<file path="src/rtl/xnor_conv_window_engine.sv">
// KxK XNOR-popcount convolution engine: column-streaming sliding window with valid/ready.
// Optional sign binarization (thresh/out_bit) is enabled by defining XNOR_CONV_BINARIZE_EN.
module xnor_conv_window_engine #(
    parameter int K     = 3,
    parameter int SUM_W = $clog2(K*K)+2
) (
    input  logic                    clk,
    input  logic                    rst,
    input  logic                    weight_load,
    input  logic [K*K-1:0]          weight_in,
    input  logic                    row_start,
    input  logic                    col_valid,
    input  logic [K-1:0]            col_in,
    output logic                    col_ready,
    output logic                    out_valid,
    input  logic                    out_ready,
    output logic signed [SUM_W-1:0] out_sum
`ifdef XNOR_CONV_BINARIZE_EN
    ,
    input  logic signed [SUM_W-1:0] thresh,
    output logic                    out_bit
`endif
);

    localparam int N     = K*K;
    localparam int POP_W = $clog2(N+1);
    localparam int CNT_W = $clog2(K+1);

    logic [N-1:0]     weight_q;
    logic [N-1:0]     win_q;
    logic [N-1:0]     win_shift;
    logic [N-1:0]     match;
    logic [CNT_W-1:0] fill_q;
    logic [CNT_W-1:0] fill_next;
    logic [POP_W-1:0] pop;
    logic [SUM_W-1:0] sum_c;
    logic             accept;
    logic             full_next;

    always_comb begin
        col_ready = !weight_load && (!out_valid || out_ready);
        accept    = col_valid && col_ready;
    end

    // Window bit r*K+c; column 0 is oldest, new column enters at K-1.
    always_comb begin
        win_shift = '0;
        for (int unsigned r = 0; r < K; r++) begin
            for (int unsigned c = 0; c < K; c++) begin
                if (c == K-1)
                    win_shift[r*K+c] = col_in[r];
                else
                    win_shift[r*K+c] = win_q[r*K+c+1];
            end
        end
    end

    always_comb begin
        if (row_start)
            fill_next = CNT_W'(1);
        else if (fill_q == CNT_W'(K))
            fill_next = fill_q;
        else
            fill_next = fill_q + CNT_W'(1);
        full_next = (fill_next == CNT_W'(K));
    end

    always_comb begin
        match = ~(win_shift ^ weight_q);
        pop   = '0;
        for (int unsigned i = 0; i < N; i++)
            pop = pop + POP_W'(match[i]);
        // Modular subtraction yields the two's-complement of 2*pop - K*K.
        sum_c = SUM_W'({pop, 1'b0}) - SUM_W'(N);
    end

    always_ff @(posedge clk) begin
        if (!rst) begin
            weight_q  <= '0;
            win_q     <= '0;
            fill_q    <= '0;
            out_valid <= 1'b0;
            out_sum   <= '0;
`ifdef XNOR_CONV_BINARIZE_EN
            out_bit   <= 1'b0;
`endif
        end else if (weight_load) begin
            weight_q  <= weight_in;
            win_q     <= '0;
            fill_q    <= '0;
            out_valid <= 1'b0;
        end else if (accept) begin
            win_q  <= win_shift;
            fill_q <= fill_next;
            if (full_next) begin
                out_valid <= 1'b1;
                out_sum   <= sum_c;
`ifdef XNOR_CONV_BINARIZE_EN
                out_bit   <= ($signed(sum_c) >= thresh);
`endif
            end else begin
                out_valid <= 1'b0;
            end
        end else if (out_ready) begin
            out_valid <= 1'b0;
        end
    end

endmodule

</file>
<file path="config.mk">
export PLATFORM = sky130hd
export DESIGN_NAME = xnor_conv_window_engine
export DESIGN_NICKNAME = d
export VERILOG_FILES = /design/src/rtl/xnor_conv_window_engine.sv
export SDC_FILE = /design/constraint.sdc
export NUM_CORES = 1
export LEC_CHECK = 0
export BUFFER_PORTS_ARGS = -buffer_cell sky130_fd_sc_hd__clkbuf_2
export CAP_MARGIN = 20
export CORE_MARGIN = 8
export CORE_UTILIZATION = 57
export DETAILED_ROUTE_END_ITERATION = 8
export PLACE_DENSITY = 0.93
export SYNTH_ARGS = -nofsm -noshare
export SYNTH_HDL_FRONTEND = slang
export SYNTH_SLANG_ARGS = --single-unit
export TNS_END_PERCENT = 50
</file>
<file path="constraint.sdc">
create_clock -name clk -period 9.75 [get_ports clk]
set_input_delay 0.975 -clock clk [delete_from_list [all_inputs] [get_ports clk]]
set_output_delay 0.975 -clock clk [all_outputs]
set_load 0.02 [all_outputs]
</file>
==> results_dict.tcl <==
set metrics [dict create \
    status "completed" \
    worstPathArrival_ns 4.08 \
    crit_path_start "win_q[1]" \
    dpl_cell_area_um2 1390 \
    io_buffers 25 \
    grt_max_degree 18 \
    worst_slew_pin_slew_ns 0.827 \
    syn_inst 115 \
    drv_cap 0 \
    dp_hpwl_um 1720 \
    required_ns 9.97 \
    power_density_nw_per_um2 162 \
    num_vias 825 \
    avgSynthCellArea_um2 10.9 \
    antenna_found_initial 0 \
    tritoncts "built" \
    fin_crit_ns 3.86 \
    path_clk_slew_ns 0.12 \
    rsz0062_at_grt "no" \
    finalNonFillerCells 167 \
    h-tree-depth 1 \
    setup_tns_ns 0 \
    finalHoldViolCount 0 \
    dp.cells 163 \
    die_area_um2 3970 \
    rr_endpoint "out_sum[3]" \
    maxSlewViolCount 0 \
    rows 17 \
    synth-warning-count 0 \
    hold_path_depth 1 \
    hp-class "flop to flop" \
    final_cell_area_um2 1420 \
    ant_nets 0 \
    synth_area_um2 1260 \
    fmax_ghz 0.259 \
    leakage_nw 0.646 \
    core_area_um2 2150 \
    crit_type "flop to flop" \
    layout_worst_path_cycle_share 0.396 \
    cts_buffer_depth 2 \
    layout_common_cells "clkbuf_2, dfxtp_1, mux2i_1" \
    post_cts_buffers 0 \
    r2r_cells 12 \
    cts-root-buf "clkbuf_4" \
    ys_types 30 \
    first_pass_iters 3 \
    dp_worst_setup_slack_ns 5.76 \
    routedWlPerCell_um 13.6 \
    synth-async-reset-ratio 0 \
    grt_pass1_vias 911 \
    synth_nets 141 \
    worstSetupEndpointType "flop" \
    n_fill_cell 178 \
    finalSetupViolCount 0 \
    cts.sinks 24 \
    synthToLayoutAreaGrowth_pct 13.1 \
    drtIter0Drc 24 \
    r2r_slack_ns 5.89 \
    total_power_uw 231 \
    r2r_start "win_q[1]" \
    start_util 0.585 \
    synth_ff_type "dfxtp_1" \
    vdd_drop_max_mv 0.107 \
    die_h_um 63.0 \
    drive_gt1_frac 0.273 \
    cts_resized 0 \
    routed_wl_um 2270 \
    critPathCapture "out_sum[3]" \
    cts_buffers 3 \
    globalplace.congestion 0.772 \
    drc_errors 0 \
    synth-edff-count 0 \
    grt_usage 0.126 \
    fp.dieW_um 63.0 \
    skew_ns 0.00457 \
    ys_ff_latch 24 \
    drt-vias-per-instance 4.94 \
    grt_pass1_wl_um 4030 \
    path_max_fanout 2 \
    grt_overflow_total 0 \
    final_core_util 0.662 \
    cp-start-kind "flop" \
    fin_nets 166 \
    postCtsHoldBufs 0 \
    ioPinCount 26 \
    yosysSeqAreaShare 0.382 \
    num_antenna_cells 0 \
    hold_ws_ns 0.480 \
    clock_latency_ns 0.31 \
    relSlewSlack 0.446 \
    setup_ws_ns 5.89 \
    final_common_cell "clkbuf_2" \
]
[cell type report]
class | count | area (µm²) | area share
clock buffer | 4 | 36.3 | 0.0255
inverter | 6 | 22.5 | 0.0158
multi-input combinational | 80 | 723 | 0.508
sequential | 24 | 480 | 0.338
tap | 28 | 35.0 | 0.0246
timing repair buffer | 25 | 125 | 0.0880
[registers in the layout, indices dropped and copies added, names as in the netlist]
| name | flops |
|---|---|
| weight_q | 9 |
| win_q | 6 |
| fill_q | 2 |
| out_sum | 6 |
| out_valid | 1 |
[where the power goes]
part	leakage, nW	switching (mW)	internal [mW]
sequential	0.195	0.00195	0.101
clock	0.0210	0.0279	0.0228
combinational	0.430	0.0431	0.0345
total	0.646	0.0729	0.158
[how the worst min path moves through the flow]
| stage | from | slack, ns | end |
|---|---|---|---|
| after floorplan | win_q[1] | 0.48 | win_q[1] |
| after global routing | out_sum[0] | 0.52 | out_sum[0] |
| after detailed placement | out_sum[0] | 0.46 | out_sum[0] |
| final | out_sum[0] | 0.48 | out_sum[0] |
| after CTS | out_sum[0] | 0.48 | out_sum[0] |
| after global placement | out_sum[0] | 0.45 | out_sum[0] |
[synth_stat cells (2+ instances only)]
master	count	area, µm²
o211a_1	2	20.0
a21oi_1	2	10.0
ha_1	3	37.5
xor2_1	4	35.0
clkbuf_1	2	7.51
nand2b_1	2	12.5
nor2b_1	10	62.6
fa_1	5	100
nor2_1	11	41.3
xnor2_1	7	61.3
dfxtp_1	24	480
nand2_1	5	18.8
inv_1	6	22.5
mux2i_1	16	160
[cell families after synthesis]
family          count (synthesis)  share of synthesized area
fa+ha+maj                       8                      0.109
mux                            16                      0.127
compound gates                 10                     0.0776
buf+inv                        11                     0.0428
xor+xnor                       12                     0.0896
simple gates                   34                      0.171
flops                          24                      0.382
[metal layers]
metal / share of wire / GRT usage
met1: 0.42 / 0.132
met2: 0.51 / 0.214
met3: 0.048 / 0.0394
met4: 0.020 / 0.0769
met5: 0 / 0
[critical path, cell delays in order (launching register included)]
cell and delay (ns):
dfxtp_1 0.34, xor2_1 0.18, fa_1 0.55, inv_1 0.06
fa_1 0.50, fa_1 0.53, fa_1 0.45, inv_1 0.08
fa_1 0.44, ha_1 0.26, xor2_1 0.18, mux2i_1 0.15
nor2b_1 0.06
(Power assumes the default switching activity.)
